==> src/rtl/flag_ctrl.sv <==
// Condition-code register controller for the EX stage.
// Maintains the {C,N,Z} flags from ALU results, SETC/CLRC and taken jumps,
// and sequences a single-entry CCR save/restore around interrupt entry and RTI.
module flag_ctrl #(
  parameter int W          = 16,
  parameter int SAVE_DEPTH = 1
) (
  input  logic         clk,
  input  logic         rst,
  input  logic         ex_valid,
  input  logic         stall,
  input  logic [3:0]   alu_operation,
  input  logic [W-1:0] alu_result,
  input  logic         alu_carry,
  input  logic         setc,
  input  logic         clrc,
  input  logic         jz_taken,
  input  logic         jn_taken,
  input  logic         jc_taken,
  input  logic         int_req,
  input  logic         rti,
  output logic [2:0]   ccr,
  output logic         int_ack,
  output logic         in_isr
);

  typedef enum logic [1:0] {
    S_RUN     = 2'd0,
    S_ACK     = 2'd1,
    S_ISR     = 2'd2,
    S_RESTORE = 2'd3
  } state_e;

  localparam int CCR_Z = 0;
  localparam int CCR_N = 1;
  localparam int CCR_C = 2;

  state_e                  state_q, state_d;
  logic [2:0]              ccr_q, ccr_d;
  logic [SAVE_DEPTH*3-1:0] shadow_q, shadow_d;
  logic                    int_ack_q, int_ack_d;
  logic                    in_isr_q, in_isr_d;

  logic upd_zn;
  logic upd_c;
  logic issue;

  // An EX instruction only affects flags when it is valid and the pipe moves.
  assign issue = ex_valid & ~stall;

  // Decode which flags the current ALU opcode is allowed to write.
  always_comb begin
    // NOTE: every signal assigned in always_comb gets a default first so no path leaves it unassigned and infers a latch.
    upd_zn = 1'b0;
    upd_c  = 1'b0;
    unique case (alu_operation)
      4'b0100, 4'b0110, 4'b1001, 4'b1010, 4'b1011: upd_zn = 1'b1;
      4'b0101, 4'b1000, 4'b1100, 4'b1101: begin
        upd_zn = 1'b1;
        upd_c  = 1'b1;
      end
      default: ;
    endcase
  end

  // Next CCR value: restore beats ALU, ALU beats setc/clrc, those beat jump clears.
  always_comb begin
    ccr_d = ccr_q;
    if (issue) begin
      if (upd_zn)        ccr_d[CCR_Z] = (alu_result == '0);
      else if (jz_taken) ccr_d[CCR_Z] = 1'b0;

      if (upd_zn)        ccr_d[CCR_N] = alu_result[W-1];
      else if (jn_taken) ccr_d[CCR_N] = 1'b0;

      if (upd_c)         ccr_d[CCR_C] = alu_carry;
      else if (clrc)     ccr_d[CCR_C] = 1'b0;
      else if (setc)     ccr_d[CCR_C] = 1'b1;
      else if (jc_taken) ccr_d[CCR_C] = 1'b0;
    end
    if (state_q == S_RESTORE && !stall) ccr_d = shadow_q[2:0];
  end

  // Interrupt sequencing: accept, save the post-update CCR, service, restore.
  always_comb begin
    state_d   = state_q;
    shadow_d  = shadow_q;
    int_ack_d = 1'b0;
    unique case (state_q)
      S_RUN: begin
        if (int_req && !stall) state_d = S_ACK;
      end
      S_ACK: begin
        if (!stall) begin
          shadow_d[2:0] = ccr_d;
          int_ack_d     = 1'b1;
          state_d       = S_ISR;
        end
      end
      S_ISR: begin
        if (rti && issue) state_d = S_RESTORE;
      end
      S_RESTORE: begin
        if (!stall) state_d = S_RUN;
      end
      default: state_d = S_RUN;
    endcase
    in_isr_d = (state_d == S_ISR) || (state_d == S_RESTORE);
  end

  // State, flags, shadow and registered outputs.
  always_ff @(posedge clk or negedge rst) begin
    if (!rst) begin
      state_q   <= S_RUN;
      ccr_q     <= '0;
      // NOTE: the shadow is reset with everything else, so an interrupted ISR leaves no stale saved flags behind.
      shadow_q  <= '0;
      int_ack_q <= 1'b0;
      in_isr_q  <= 1'b0;
    end else begin
      // NOTE: sequential state uses non-blocking assignments so every register samples pre-edge values.
      state_q   <= state_d;
      ccr_q     <= ccr_d;
      shadow_q  <= shadow_d;
      int_ack_q <= int_ack_d;
      in_isr_q  <= in_isr_d;
    end
  end

  assign ccr     = ccr_q;
  assign int_ack = int_ack_q;
  assign in_isr  = in_isr_q;

endmodule

==> config.mk <==
export PLATFORM = sky130hd
export DESIGN_NAME = flag_ctrl
export DESIGN_NICKNAME = d
export VERILOG_FILES = /design/src/rtl/flag_ctrl.sv
export SDC_FILE = /design/constraint.sdc
export NUM_CORES = 1
export LEC_CHECK = 0
export ABC_AREA = 1
export CORE_MARGIN = 1.5
export CORE_UTILIZATION = 36
export CTS_BUF_LIST = sky130_fd_sc_hd__clkbuf_4 sky130_fd_sc_hd__clkbuf_8 sky130_fd_sc_hd__clkbuf_16
export CTS_CLUSTER_SIZE = 8
export DETAILED_ROUTE_END_ITERATION = 10
export PLACE_DENSITY = 0.79
export SYNTH_ARGS = -nofsm -noshare
export SYNTH_HDL_FRONTEND = slang
export SYNTH_SLANG_ARGS = --single-unit
export TNS_END_PERCENT = 100
==> constraint.sdc <==
create_clock -name clk -period 1.55 [get_ports clk]
set_clock_uncertainty 0.2 [all_clocks]
set_input_delay 0.31 -clock clk [delete_from_list [all_inputs] [get_ports clk]]
set_output_delay 0.31 -clock clk [all_outputs]
set_load 0.005 [all_outputs]
==> results of run 1 <==
-- sequential cells by signal, indices dropped and copies added (netlist names) --
register / flops
ccr: 3
in_isr: 1
int_ack: 1
shadow_q: 3
state_q: 2
-- routing by layer --
layer,GRT usage,up-vias,share of wire
met5,0,-,0
met4,0.0848,0,0.011
li1,-,386,-
met2,0.374,28,0.51
met3,0.0694,2,0.088
met1,0.231,331,0.39
-- area by class of cell --
cell class / instances / area, µm² / share of cell area
Sequential cell: 10 / 250 / 0.225
Timing Repair Buffer: 45 / 429 / 0.386
Multi-Input combinational cell: 67 / 309 / 0.278
Clock buffer: 4 / 36.3 / 0.0327
Inverter: 17 / 66.3 / 0.0597
Tap cell: 16 / 20.0 / 0.0180
-- through the flow --
stage          power (mW)  setup TNS (ns)   util
6_report             1.14               0  0.713
5_1_grt              1.23               0  0.713
4_1_cts              1.14               0  0.705
3_5_place_dp        0.907          -0.988  0.676
3_3_place_gp        0.881          -0.660  0.676
2_1_floorplan       0.637               0      -
-- kinds of logic (layout without fill, tap and decap cells) --
kind of cell	after synthesis	in the layout	share of synthesized area
and+or+nand+nor	59	59	0.417
DFF	10	10	0.403
AOI/OAI and AO/OA	8	8	0.0766
buffers and inverters	17	66	0.103
-- worst min-delay path by stage --
stage | startpoint | end | depth (start not counted)
3_5_place_dp | shadow_q[2] | shadow_q[2] | 2
5_1_grt | rst | shadow_q[0] | 1
2_1_floorplan | rst | ccr[0] | 0
3_3_place_gp | shadow_q[2] | ccr[2] | 2
6_report | rst | shadow_q[0] | 1
4_1_cts | rst | shadow_q[0] | 1
-- cells in the mapped netlist --
library cell	number
a21oi_1	2
dfrtp_1	10
inv_1	14
inv_2	3
nand2_1	30
nand2_2	1
nand3_1	6
nand3_2	1
nand3b_1	1
nand4_1	2
nor2_1	17
nor3_4	1
o211ai_1	1
o21ai_0	3
o21bai_1	2
-- what timing repair did --
item | in CTS | in global routing
resized for setup | 5 | 6
setup endpoints to repair | 5 | 3
endpoints found under the hold margin | 0 | 0
setup buffers | 2 | 0
-- report_power, final --
part,internal [mW],switching (mW)
Sequential,0.367,0.0750
Combinational,0.248,0.207
Clock,0.143,0.0970
Total,0.758,0.379
==> impl_metrics.ini, run 1 <==
[outcome]
status = finished with violations
violations = design-rule violations

[synthesis]
synth_area_um2 = 621
synthTopCellsByArea = dfrtp_1 40%, nand2_1 18%, nor2_1 10%
ys_seq_elements = 10
ys_types = 15
yosysSeqAreaShare = 0.403
ys_warn_count = 0
synth_top_area_frac = 0.403
yosys.area.top_type = dfrtp_1
synthCells = 94
avgSynthCellArea_um2 = 6.60
synth_fp_nets = 126

[sta]
final_hold_viol_count = 0
rsz0062_at_grt = no
period_needed_ns = 1.44
maxSlewHeadroom = 0.716
finalCritPeriodShare = 0.927
timing.fmax_mhz = 696
setup_ws_ns = 0.114
holdWs_ns = 0.132
finalSetupViolations = 0
worst_pin_slew_ns = 0.424
slew_viol_final = 0

[critical_path]
r2r-end = shadow_q[1]
crit_cells = 1
crit_type = reg2out
crit_family = flip-flops
start_kind = register
cp_slowest_cell = dfrtp_1
regToRegSetupSlack_ns = 0.23
max_stage_delay_ns = 0.38
worstReg2RegStart = state_q[1]
crit_start = ccr[0]
crit_path_end = ccr[0]
reg2reg_depth = 7
end_kind = output pin
cp_max_fo = 2
arrival_ns = 0.93
required_ns = 1.04
crit_buf_inv = 1
path_cells = dlygate4sd2_1

[power]
power.density_nw_per_um2 = 1020
p_leak_nw = 0.594
peakVddDrop_v = 0.000993

[drt]
wl_um = 1720
dr.pass1.iters = 9
drtAntennaViolNets = 0
vias = 747
drt_iter0_drc = 18
drc = 3
vias_per_cell = 4.70
wl_per_cell_um = 10.8

[place]
place_area_um2 = 1050
place_ws_ns = -0.189
gp_congestion = 0.786
dp_hpwl_um = 1460
dp.cells = 153
port_buffers = 36

[die]
io_pins = 37
num_rows = 14
die_x_um = 44.5
start_util = 0.398
core-area_um2 = 1560
die_area_um2 = 1980
die_height_um = 44.5

[cts]
cts_max_level = 1
clock_latency_ns = 0.28
cts_buffer_depth = 2
cts_tree = done
cts-buffers-inserted = 3
clkSinkCount = 10
path_clk_slew_ns = 0.07
cts.hold.buffers_added = 0
cts-root-buf = clkbuf_4

[finish]
fin_area_um2 = 1110
layout_common_cells = 29 x nand2_1, 28 x clkdlybuf4s50_1, 17 x nor2_1
area_growth_pct = 79.0
drive_gt1_frac = 0.140
antenna_cells = 0
final_common_cell = nand2_1
nNetsFinal = 176
filler_cell_count = 130
layout.cells.non_filler = 159

[global_routing]
grt_max_degree = 11
grt.total_usage = 0.212
first_global_vias = 725
antenna_found_initial = 0
grt_remaining_overflow = 0
grt_pass1_wl_um = 2970

[job]
cap_violations = 0

[min_path]
hold_path_class = in2async
Note: power is estimated with default switching activity, not from simulation.
==> run 2: changes to the inputs <==
- CTS_CLUSTER_SIZE: 8 -> 12
- RECOVER_POWER: default -> 50
==> run 2 against run 1 <==
  * The flow still finishes with violations (design-rule violations)
  * Via count unchanged
  * Routed wire length unchanged
  * Hold slack better by 0.070 ns
  * Clock power is essentially flat
  * Sequential share of layout area stayed put
  * Sequential power is essentially flat
  * Total power hardly changed
  * Critical path type unchanged
  * Critical endpoint unchanged
==> impl_metrics.ini, run 2 (synthesis results as in run 1) <==
[die]
die_area_um2 = 1980
die_x_um = 44.5
num_rows = 14
die_height_um = 44.5
core-area_um2 = 1560
start_util = 0.398
io_pins = 37

[drt]
drtAntennaViolNets = 0
drc = 3
drt_iter0_drc = 18
wl_per_cell_um = 10.8
vias = 747
dr.pass1.iters = 9
wl_um = 1720
vias_per_cell = 4.70

[finish]
fin_area_um2 = 1110
layout_common_cells = 29 x nand2_1, 27 x clkdlybuf4s50_1, 17 x nor2_1
drive_gt1_frac = 0.140
final_common_cell = nand2_1
antenna_cells = 0
area_growth_pct = 79.0
nNetsFinal = 176

[global_routing]
grt_pass1_wl_um = 2970
grt_max_degree = 11
first_global_vias = 725
grt_remaining_overflow = 0
grt.total_usage = 0.212
antenna_found_initial = 0

[power]
p_seq_frac = 0.389
p_sw_uw = 379
pwr-share-clk = 0.211
totalPowerFinal_mw = 1.14
p_int_uw = 758
p_comb_frac = 0.400
power.density_nw_per_um2 = 1020
sw_frac_of_total = 0.333
peakVddDrop_v = 0.000991
p_leak_nw = 0.595

[place]
place_ws_ns = -0.189
dp_hpwl_um = 1460
gp_congestion = 0.786
place_area_um2 = 1050
port_buffers = 36

[cts]
cts-buffers-inserted = 3
cts_buffer_depth = 2
clock_latency_ns = 0.28
path_clk_slew_ns = 0.07
clkSinkCount = 10
cts.hold.buffers_added = 0
cts-root-buf = clkbuf_4
cts_max_level = 1
cts_tree = done

[critical_path]
cp_max_fo = 2
crit_family = flip-flops
arrival_ns = 0.93
max_stage_delay_ns = 0.38
start_kind = register
path_cells = dlygate4sd2_1
crit_type = reg2out
cp_slowest_cell = dfrtp_1
required_ns = 1.04
end_kind = output pin
crit_buf_inv = 1

[sta]
timing.fmax_mhz = 696
finalSetupViolations = 0
final_hold_viol_count = 0
rsz0062_at_grt = no
period_needed_ns = 1.44
setup_ws_ns = 0.114
holdWs_ns = 0.202
finalSetupTns_ns = 0
maxSlewHeadroom = 0.713
worst_pin_slew_ns = 0.429
slew_viol_final = 0
finalCritPeriodShare = 0.927

[outcome]
violations = design-rule violations
status = finished with violations

[job]
cap_violations = 0

[min_path]
hold_path_class = in2async
run 2: changes by cell type in the layout (fill, tap and decap cells not counted), sizes merged:
cell           delta
clkdlybuf4s50     -1
dlygate4sd3       +1
run 2: through the flow:
stage / cells / utilization
2_1_floorplan: 94 / -
3_3_place_gp: 153 / 0.676
3_5_place_dp: 153 / 0.676
4_1_cts: 159 / 0.705
5_1_grt: 159 / 0.713
6_report: 159 / 0.713
run 2: final timing paths:
kind,slack [ns],depth (start not counted),end,from
max in group asynchronous,0.64,1,ccr[2],rst
hold reg to reg,0.29,2,shadow_q[2],shadow_q[2]
setup reg to reg,0.23,7,shadow_q[1],state_q[1]
min in group clk,0.29,2,shadow_q[2],shadow_q[2]
hold / removal,0.20,1,shadow_q[0],rst
setup / recovery,0.11,1,ccr[0],ccr[0]
run 2: metal layers:
metal / vias to the layer above / routed length (µm) / global-route usage
li1: 386 / - / -
met1: 331 / 667 / 0.231
met2: 28 / 880 / 0.374
met3: 2 / 151 / 0.0694
met4: 0 / 19 / 0.0848
met5: - / 0 / 0
run 2: power groups by stage:
| stage | combinational [mW] | sequential [mW] | clock (mW) |
|---|---|---|---|
| 3_5_place_dp | 0.454 | 0.453 | 0 |
| 4_1_cts | 0.457 | 0.442 | 0.245 |
| 2_1_floorplan | 0.195 | 0.441 | 0 |
| 6_report | 0.455 | 0.442 | 0.240 |
| 3_3_place_gp | 0.434 | 0.447 | 0 |
| 5_1_grt | 0.515 | 0.455 | 0.258 |
run 2: what timing repair did:
action / in CTS / in global routing
setup buffers: 2 / 0
endpoints found under the setup margin: 5 / 3
resized for setup: 5 / 6
cloned: 0 / 0
run 2: area by class of cell:
type | count | area, µm²
Clock buffer | 4 | 36.3
Sequential cell | 10 | 250
Timing Repair Buffer | 45 | 429
Tap cell | 16 | 20.0
Multi-Input combinational cell | 67 | 309
Fill cell | 130 | 448
Inverter | 17 | 66.3
